--- src/rtl/id_ctrl_stage.sv ---
// RV32I decode/control stage: one registered control bundle with valid/ready, load-use interlock and flush.
// Define DECODE_M_EXT_EN to decode the M extension and throttle issue behind the iterative divider.
module id_ctrl_stage #(
  parameter int XLEN       = 32,
  parameter int ALU_CTRL_W = 5,
  parameter int DIV_LAT    = 33
) (
  input  logic                  clk,
  input  logic                  rst_n,
  input  logic                  in_valid,
  output logic                  in_ready,
  input  logic [31:0]           in_inst,
  input  logic [XLEN-1:0]       in_pc,
  input  logic                  flush,
  output logic                  out_valid,
  input  logic                  out_ready,
  output logic [XLEN-1:0]       out_pc,
  output logic [4:0]            out_rs1,
  output logic [4:0]            out_rs2,
  output logic [4:0]            out_rd,
  output logic [XLEN-1:0]       out_imm,
  output logic [ALU_CTRL_W-1:0] out_alu_ctrl,
  output logic                  out_op_a_sel,
  output logic                  out_op_b_sel,
  output logic [1:0]            out_wb_sel,
  output logic [1:0]            out_pc_sel,
  output logic                  out_reg_we,
  output logic                  out_mem_we,
  output logic                  out_mem_re,
  output logic [2:0]            out_mem_size,
  output logic                  out_illegal
);

  typedef struct packed {
    logic [XLEN-1:0]       pc;
    logic [4:0]            rs1;
    logic [4:0]            rs2;
    logic [4:0]            rd;
    logic [XLEN-1:0]       imm;
    logic [ALU_CTRL_W-1:0] alu_ctrl;
    logic                  op_a_sel;
    logic                  op_b_sel;
    logic [1:0]            wb_sel;
    logic [1:0]            pc_sel;
    logic                  reg_we;
    logic                  mem_we;
    logic                  mem_re;
    logic [2:0]            mem_size;
    logic                  illegal;
  } ctrl_t;

  ctrl_t       dec, bundle_q, bundle_d;
  logic        out_valid_q, out_valid_d;
  logic        legal, uses_rs1, uses_rs2, shamt_imm, writes_rd;
  logic [31:0] imm32;
  logic [6:0]  opcode, f7;
  logic [2:0]  f3;
  logic        hazard, div_busy, in_fire, out_fire;

  assign opcode = in_inst[6:0];
  assign f3     = in_inst[14:12];
  assign f7     = in_inst[31:25];

  always_comb begin
    dec       = '0;
    legal     = 1'b1;
    uses_rs1  = 1'b0;
    uses_rs2  = 1'b0;
    shamt_imm = 1'b0;
    writes_rd = 1'b0;
    imm32     = '0;
    case (opcode)
      7'b0110111: begin // lui
        imm32 = {in_inst[31:12], 12'b0};
        dec.wb_sel = 2'b11;
        writes_rd = 1'b1;
      end
      7'b0010111: begin // auipc
        imm32 = {in_inst[31:12], 12'b0};
        dec.op_a_sel = 1'b1;
        writes_rd = 1'b1;
      end
      7'b1101111: begin // jal
        imm32 = {{11{in_inst[31]}}, in_inst[31], in_inst[19:12], in_inst[20], in_inst[30:21], 1'b0};
        dec.wb_sel = 2'b01;
        dec.pc_sel = 2'b01;
        writes_rd = 1'b1;
      end
      7'b1100111: begin // jalr
        imm32 = {{20{in_inst[31]}}, in_inst[31:20]};
        uses_rs1 = 1'b1;
        dec.wb_sel = 2'b01;
        dec.pc_sel = 2'b10;
        writes_rd = 1'b1;
        legal = (f3 == 3'b000);
      end
      7'b1100011: begin // branches
        imm32 = {{19{in_inst[31]}}, in_inst[31], in_inst[7], in_inst[30:25], in_inst[11:8], 1'b0};
        uses_rs1 = 1'b1;
        uses_rs2 = 1'b1;
        dec.op_b_sel = 1'b1;
        dec.pc_sel = 2'b11;
        case (f3)
          3'b000:  dec.alu_ctrl = ALU_CTRL_W'(8);
          3'b001:  dec.alu_ctrl = ALU_CTRL_W'(9);
          3'b100:  dec.alu_ctrl = ALU_CTRL_W'(10);
          3'b101:  dec.alu_ctrl = ALU_CTRL_W'(11);
          3'b110:  dec.alu_ctrl = ALU_CTRL_W'(12);
          3'b111:  dec.alu_ctrl = ALU_CTRL_W'(13);
          default: legal = 1'b0;
        endcase
      end
      7'b0000011: begin // loads
        imm32 = {{20{in_inst[31]}}, in_inst[31:20]};
        uses_rs1 = 1'b1;
        dec.mem_re = 1'b1;
        dec.wb_sel = 2'b10;
        dec.mem_size = f3;
        writes_rd = 1'b1;
        legal = (f3 == 3'b000) || (f3 == 3'b001) || (f3 == 3'b010) ||
                (f3 == 3'b100) || (f3 == 3'b101);
      end
      7'b0100011: begin // stores
        imm32 = {{20{in_inst[31]}}, in_inst[31:25], in_inst[11:7]};
        uses_rs1 = 1'b1;
        uses_rs2 = 1'b1;
        dec.mem_we = 1'b1;
        dec.mem_size = f3;
        legal = (f3 == 3'b000) || (f3 == 3'b001) || (f3 == 3'b010);
      end
      7'b0010011: begin // OP-IMM
        imm32 = {{20{in_inst[31]}}, in_inst[31:20]};
        uses_rs1 = 1'b1;
        writes_rd = 1'b1;
        case (f3)
          3'b000: dec.alu_ctrl = ALU_CTRL_W'(0);
          3'b010: dec.alu_ctrl = ALU_CTRL_W'(14);
          3'b011: dec.alu_ctrl = ALU_CTRL_W'(15);
          3'b100: dec.alu_ctrl = ALU_CTRL_W'(4);
          3'b110: dec.alu_ctrl = ALU_CTRL_W'(3);
          3'b111: dec.alu_ctrl = ALU_CTRL_W'(2);
          3'b001: begin
            shamt_imm = 1'b1;
            dec.alu_ctrl = ALU_CTRL_W'(5);
            legal = (f7 == 7'b0);
          end
          default: begin // srli/srai: bit 30 picks arithmetic, it is not part of the shift amount
            shamt_imm = 1'b1;
            dec.alu_ctrl = in_inst[30] ? ALU_CTRL_W'(7) : ALU_CTRL_W'(6);
            legal = ({in_inst[31], in_inst[29:25]} == 6'b0);
          end
        endcase
      end
      7'b0110011: begin // OP
        uses_rs1 = 1'b1;
        uses_rs2 = 1'b1;
        dec.op_b_sel = 1'b1;
        writes_rd = 1'b1;
        if (f7 == 7'b0000000) begin
          case (f3)
            3'b000:  dec.alu_ctrl = ALU_CTRL_W'(0);
            3'b001:  dec.alu_ctrl = ALU_CTRL_W'(5);
            3'b010:  dec.alu_ctrl = ALU_CTRL_W'(14);
            3'b011:  dec.alu_ctrl = ALU_CTRL_W'(15);
            3'b100:  dec.alu_ctrl = ALU_CTRL_W'(4);
            3'b101:  dec.alu_ctrl = ALU_CTRL_W'(6);
            3'b110:  dec.alu_ctrl = ALU_CTRL_W'(3);
            default: dec.alu_ctrl = ALU_CTRL_W'(2);
          endcase
        end else if (f7 == 7'b0100000) begin
          case (f3)
            3'b000:  dec.alu_ctrl = ALU_CTRL_W'(1);
            3'b101:  dec.alu_ctrl = ALU_CTRL_W'(7);
            default: legal = 1'b0;
          endcase
`ifdef DECODE_M_EXT_EN
        end else if (f7 == 7'b0000001) begin
          dec.alu_ctrl = ALU_CTRL_W'(5'd16 + {2'b00, f3});
`endif
        end else begin
          legal = 1'b0;
        end
      end
      default: legal = 1'b0;
    endcase
    dec.imm    = shamt_imm ? XLEN'(in_inst[24:20]) : XLEN'($signed(imm32));
    dec.rs1    = uses_rs1 ? in_inst[19:15] : 5'd0;
    dec.rs2    = uses_rs2 ? in_inst[24:20] : 5'd0;
    dec.rd     = writes_rd ? in_inst[11:7] : 5'd0;
    dec.reg_we = writes_rd && (in_inst[11:7] != 5'd0);
    if (!legal) begin
      dec         = '0;
      dec.illegal = 1'b1;
      uses_rs1    = 1'b0;
      uses_rs2    = 1'b0;
    end
    dec.pc = in_pc;
  end

  // Load-use: the held bundle is a load whose result the incoming instruction reads.
  assign hazard = out_valid_q && bundle_q.mem_re && (bundle_q.rd != 5'd0) && in_valid &&
                  ((uses_rs1 && (in_inst[19:15] == bundle_q.rd)) ||
                   (uses_rs2 && (in_inst[24:20] == bundle_q.rd)));

  always_comb begin
    in_ready = 1'b0;
    if (rst_n) begin
      if (flush) in_ready = 1'b1;
      else       in_ready = (!out_valid_q || out_ready) && !hazard && !div_busy;
    end
  end

  assign in_fire  = in_valid && in_ready && !flush;
  assign out_fire = out_valid_q && out_ready;

  always_comb begin
    out_valid_d = out_valid_q;
    bundle_d    = bundle_q;
    if (in_fire) begin
      out_valid_d = 1'b1;
      bundle_d    = dec;
    end else if (out_fire) begin
      out_valid_d = 1'b0;
    end
    if (flush) out_valid_d = 1'b0;
  end

  always_ff @(posedge clk) begin
    if (!rst_n) begin
      out_valid_q <= 1'b0;
      bundle_q    <= '0;
    end else begin
      out_valid_q <= out_valid_d;
      bundle_q    <= bundle_d;
    end
  end

`ifdef DECODE_M_EXT_EN
  localparam int CNT_W = $clog2(DIV_LAT);
  logic [CNT_W-1:0] div_cnt_q, div_cnt_d;
  logic             div_issue;

  assign div_issue = out_fire && (bundle_q.alu_ctrl >= ALU_CTRL_W'(20)) &&
                     (bundle_q.alu_ctrl <= ALU_CTRL_W'(23));
  assign div_busy  = (div_cnt_q != '0);

  always_comb begin
    div_cnt_d = div_cnt_q;
    if (div_busy)  div_cnt_d = div_cnt_q - 1'b1;
    if (div_issue) div_cnt_d = CNT_W'(DIV_LAT - 1);
    if (flush)     div_cnt_d = '0;
  end

  always_ff @(posedge clk) begin
    if (!rst_n) div_cnt_q <= '0;
    else        div_cnt_q <= div_cnt_d;
  end
`else
  logic [31:0] unused_div_lat;
  assign unused_div_lat = 32'(DIV_LAT);
  assign div_busy       = 1'b0;
`endif

  assign out_valid    = out_valid_q;
  assign out_pc       = bundle_q.pc;
  assign out_rs1      = bundle_q.rs1;
  assign out_rs2      = bundle_q.rs2;
  assign out_rd       = bundle_q.rd;
  assign out_imm      = bundle_q.imm;
  assign out_alu_ctrl = bundle_q.alu_ctrl;
  assign out_op_a_sel = bundle_q.op_a_sel;
  assign out_op_b_sel = bundle_q.op_b_sel;
  assign out_wb_sel   = bundle_q.wb_sel;
  assign out_pc_sel   = bundle_q.pc_sel;
  assign out_reg_we   = bundle_q.reg_we;
  assign out_mem_we   = bundle_q.mem_we;
  assign out_mem_re   = bundle_q.mem_re;
  assign out_mem_size = bundle_q.mem_size;
  assign out_illegal  = bundle_q.illegal;

endmodule

--- config.mk ---
export PLATFORM = sky130hd
export DESIGN_NAME = id_ctrl_stage
export DESIGN_NICKNAME = d
export VERILOG_FILES = /design/src/rtl/id_ctrl_stage.sv
export SDC_FILE = /design/constraint.sdc
export NUM_CORES = 1
export LEC_CHECK = 0
export ABC_AREA = 1
export ABC_CLOCK_PERIOD_IN_PS = 3700
export CAP_MARGIN = 20
export CELL_PAD_IN_SITES_DETAIL_PLACEMENT = 1
export CELL_PAD_IN_SITES_GLOBAL_PLACEMENT = 2
export CORE_MARGIN = 4
export CORE_UTILIZATION = 26
export CTS_CLUSTER_SIZE = 16
export DETAILED_ROUTE_END_ITERATION = 12
export PLACE_DENSITY = 0.89
export SYNTH_ARGS = -nofsm -noshare
export SYNTH_HDL_FRONTEND = slang
export SYNTH_SLANG_ARGS = --single-unit
--- constraint.sdc ---
create_clock -name clk -period 3.7 [get_ports clk]
set_input_delay 0.37 -clock clk [delete_from_list [all_inputs] [get_ports clk]]
set_output_delay 0.37 -clock clk [all_outputs]
set_load 0.01 [all_outputs]
==> results of run 1 <==
==> power breakdown <==
part | switching [mW] | total, mW | internal (mW)
Combinational | 0.187 | 0.345 | 0.158
Sequential | 0.0163 | 1.09 | 1.07
Clock | 0.426 | 1.01 | 0.581
==> routing by layer <==
| metal | up-vias | routed length [um] | global-route usage, % | part of all wire, % |
|---|---|---|---|---|
| met3 | 11 | 1190 | 3.64 | 5.7 |
| met5 | - | 0 | 0 | 0 |
| met1 | 2781 | 10100 | 25.0 | 48 |
| li1 | 2962 | - | - | - |
| met2 | 148 | 9440 | 28.9 | 45 |
| met4 | 0 | 192 | 3.99 | 0.92 |
==> placed cells by master, fill, tap and decap left out, drive strengths merged, types with 2 or more instances in the layout <==
master         netlist  layout
nor3                 2       2
clkbuf              39      12
xor2                 2       2
nor2                63      63
o22ai                4       4
a21oi               82      82
nand4              102     102
clkdlybuf4s50        0     166
nand3               42      42
buf                 24      12
o211ai               5       5
a21boi               4       4
dfxtp               97      97
xnor2                6       6
clkinv               2       3
o21ai               13      13
inv                 87      89
nand2              240     240
==> cells in the mapped netlist, types with 3 or more instances <==
library cell	number
sky130_fd_sc_hd__o21ai_0	13
sky130_fd_sc_hd__nand2_1	236
sky130_fd_sc_hd__inv_1	82
sky130_fd_sc_hd__nand4_1	102
sky130_fd_sc_hd__xnor2_1	6
sky130_fd_sc_hd__clkbuf_1	39
sky130_fd_sc_hd__a21oi_1	82
sky130_fd_sc_hd__inv_2	5
sky130_fd_sc_hd__o211ai_1	5
sky130_fd_sc_hd__nor2_1	58
sky130_fd_sc_hd__buf_2	13
sky130_fd_sc_hd__o22ai_1	4
sky130_fd_sc_hd__buf_6	4
sky130_fd_sc_hd__buf_4	3
sky130_fd_sc_hd__dfxtp_1	97
sky130_fd_sc_hd__nand3_1	40
sky130_fd_sc_hd__nor2_2	4
sky130_fd_sc_hd__a21boi_0	4
sky130_fd_sc_hd__buf_1	4
==> logic make-up (layout without fill, tap and decap cells) <==
kind of cell	count (synthesis)	in the layout
AO/OA/AOI/OAI	110	110
XOR/XNOR	8	8
buffers and inverters	152	283
flip-flops	97	97
other	1	1
AND/OR/NAND/NOR	452	452
==> state kept, by name, summed over array words and instances, names as in the netlist <==
signal and cells:
out_valid 1, out_mem_we 1, out_rs2 5, out_mem_re 1, out_imm 32, out_op_b_sel 1, out_reg_we 1, out_rs1 5
out_op_a_sel 1, out_pc 32, out_illegal 1, out_wb_sel 2, out_alu_ctrl 4, out_pc_sel 2, out_mem_size 3, out_rd 5
==> through the flow <==
step	std cells	cell area, um^2	power [mW]
after floorplan	820	5290	1.27
after global placement	1200	7130	1.45
after detailed placement	1200	7130	1.45
after CTS	1216	7450	2.48
after global routing	1216	7450	2.55
final	1216	7450	2.44
==> area by class of cell <==
type | count | area (um^2)
timing repair buffer | 178 | 1780
tap | 265 | 332
multi-input combinational | 571 | 2750
sequential | 97 | 1940
fill | 2491 | 12300
clock buffer | 12 | 267
clock inverter | 4 | 48.8
inverter | 89 | 334
==> worst paths after layout <==
kind | endpoint | slack (ns) | cells after the start | start
worst max-delay path | in_ready | 0.41 | 14 | in_inst[13]
worst min-delay path | out_pc[4] | 0.46 | 2 | out_pc[4]
worst max register to register | out_pc[5] | 1.56 | 9 | out_rd[1]
worst min register to register | out_pc[4] | 0.46 | 2 | out_pc[4]
==> tightest hold or removal path: cells and delay by family, from the launching register on <==
family          cells  cell delay (ns)
flops               1             0.31
compound gates      1             0.05
simple gates        1             0.06
==> results.sh, run 1 <==
export IMPL_dieArea_um2=22700
export IMPL_ys_flop_type="sky130_fd_sc_hd__dfxtp_1"
export IMPL_post_cts_buffers=0
export IMPL_max_clock_freq_mhz=304
export IMPL_clock_skew_ns=0.0126
export IMPL_share_of_layout_cells_above_drive_strength_1_pct=4.94
export IMPL_postRouteAntennaNets=0
export IMPL_yosys_mux_area_fraction_pct=0
export IMPL_synth_yosys_warnings=0
export IMPL_ys_top_cells_by_area="sky130_fd_sc_hd__dfxtp_1 37%, sky130_fd_sc_hd__nand2_1 17%, sky130_fd_sc_hd__nand4_1 12%, sky130_fd_sc_hd__a21oi_1 7.8%, sky130_fd_sc_hd__inv_1 5.8%"
export IMPL_first_pass_grt_wire_length_um=32200
export IMPL_max_capacitance_violation_count=0
export IMPL_buffer_ports_inserted=166
export IMPL_die_height_um=151
export IMPL_effective_utilization_at_floorplan_pct=26.8
export IMPL_seq_area_frac_synth_pct=36.7
export IMPL_yosys_area_top_type="sky130_fd_sc_hd__dfxtp_1"
export IMPL_critical_path_peak_fanout=8
export IMPL_synth_net_count=889
export IMPL_timing_critical_path_arrival_ns=2.92
export IMPL_totalNegativeSetupSlack_ns=0
export IMPL_cp_num_buf_inv=4
export IMPL_synth_edff_count=0
export IMPL_cp_required_ns=3.33
export IMPL_cp_top_family="buffers and inverters"
export IMPL_avgViaCountPerCell=4.85
export IMPL_rsz0062_at_grt="false"
export IMPL_report_final_hold_viol_count=0
export IMPL_mappedNetlistArea_um2=5290
export IMPL_io_pins=168
export IMPL_timing_final_setup_violations=0
export IMPL_post_synth_adder_cell_area_pct=0
export IMPL_power_density_nw_per_um2=327
export IMPL_critical_path_slowest_cell="sky130_fd_sc_hd__clkdlybuf4s50_1"
export IMPL_antenna_cells=0
export IMPL_clock_insertion_delay_worst_skew_ns=0.35
export IMPL_drc=0
export IMPL_syn_to_final_growth_pct=40.8
export IMPL_run_status="finished, final reports clean"
export IMPL_std_cell_rows=51
export IMPL_synth_cells=820
export IMPL_cts_htree_levels=3
export IMPL_drv_slew=0
export IMPL_post_synth_top_area_fraction_pct=36.7
export IMPL_yosys_area_share_simple_pct=39.0
export IMPL_die_w_um=151
export IMPL_drc_marker_count_from_the_first_detailed_route_iteration=354
export IMPL_detailedPlace_worstSlack_ns=0.429
export IMPL_finalNetCount=1015
export IMPL_synth_area_in_compound_gates_pct=11.0
export IMPL_cts_sink_count=97
export IMPL_detailedPlacementHpwl_um=15200
export IMPL_final_setup_worst_slack_ns=0.412
export IMPL_synth_seq_cells=97
export IMPL_drt_pre_antenna_iters=4
export IMPL_largest_family_of_logic_cells_by_synthesized_area="simple AND/OR/NAND/NOR gates"
export IMPL_hold_path_class="register to register"
export IMPL_slew_limit_headroom_pct=36.9
export IMPL_routed_wirelength_um=21000
export IMPL_cts_inserted_buffers=9
export IMPL_holdBufCountCts=0
export IMPL_slowest_delay_ns=0.66
export IMPL_vias_in_the_first_global_route=5763
export IMPL_worst_hold_slack_ns=0.461
export IMPL_asyncSetResetFlopFracSynth_pct=0
export IMPL_start_kind="primary input"
export IMPL_power_static_leakage_nw=2.96
export IMPL_post_synth_xor_area_fraction_pct=1.32
export IMPL_finalWorstPathRequiredPeriod_ns=3.29
export IMPL_max_slew_worst_pin_slew_ns=0.947
export IMPL_power_ir_vdd_worst_v=0.000157
export IMPL_synth_cell_type_count=32
export IMPL_grtUsageTotal_pct=18.0
export IMPL_syn_area_per_cell_um2=6.45
export IMPL_route_vias_total=5902
export IMPL_postLayoutCoreUtil_pct=37.8
export IMPL_cts_resized_gates=0
export IMPL_grt_max_degree=97
export IMPL_worst_setup_path_type="primary input to output port"
export IMPL_tritoncts_clock_tree="built"
export IMPL_clockBufferDepth=2
export IMPL_clk_root_buffer_cell="sky130_fd_sc_hd__clkbuf_16"
export IMPL_last_weighted_congestion_value_of_the_routability_driven_placer=0.844
export IMPL_wl_per_cell_um=17.2
export IMPL_core_region_area_um2=19700
export IMPL_critPathCaptureType="output port"
export IMPL_gr_total_overflow=0
export IMPL_worstPathCellList="clkdlybuf4s50_1 > inv_2 > nand3_1 > nand3_1 > nand3_1 > nand2_1 > inv_2 > nand3_2 > nand2_1 > nor2_2 > nand2_4 > nand2_1 > a21oi_1 > clkdlybuf4s50_1"
export IMPL_initial_antenna_violation_count=0
export IMPL_post_route_fraction_of_the_period_consumed_by_the_critical_path_pct=88.9
export IMPL_clk_pin_slew_worst_paths_ns=0.07
Note: power is estimated with default switching activity, not from simulation.
==> run 2, diff against run 1 <==
--- a/config.mk
+++ b/config.mk
@@ -18,3 +18,4 @@
 export SYNTH_ARGS = -nofsm -noshare
 export SYNTH_HDL_FRONTEND = slang
 export SYNTH_SLANG_ARGS = --single-unit
+export TNS_END_PERCENT = 30
==> results of run 2 <==
Final layout, timing and power as in run 1 (identical DEF).
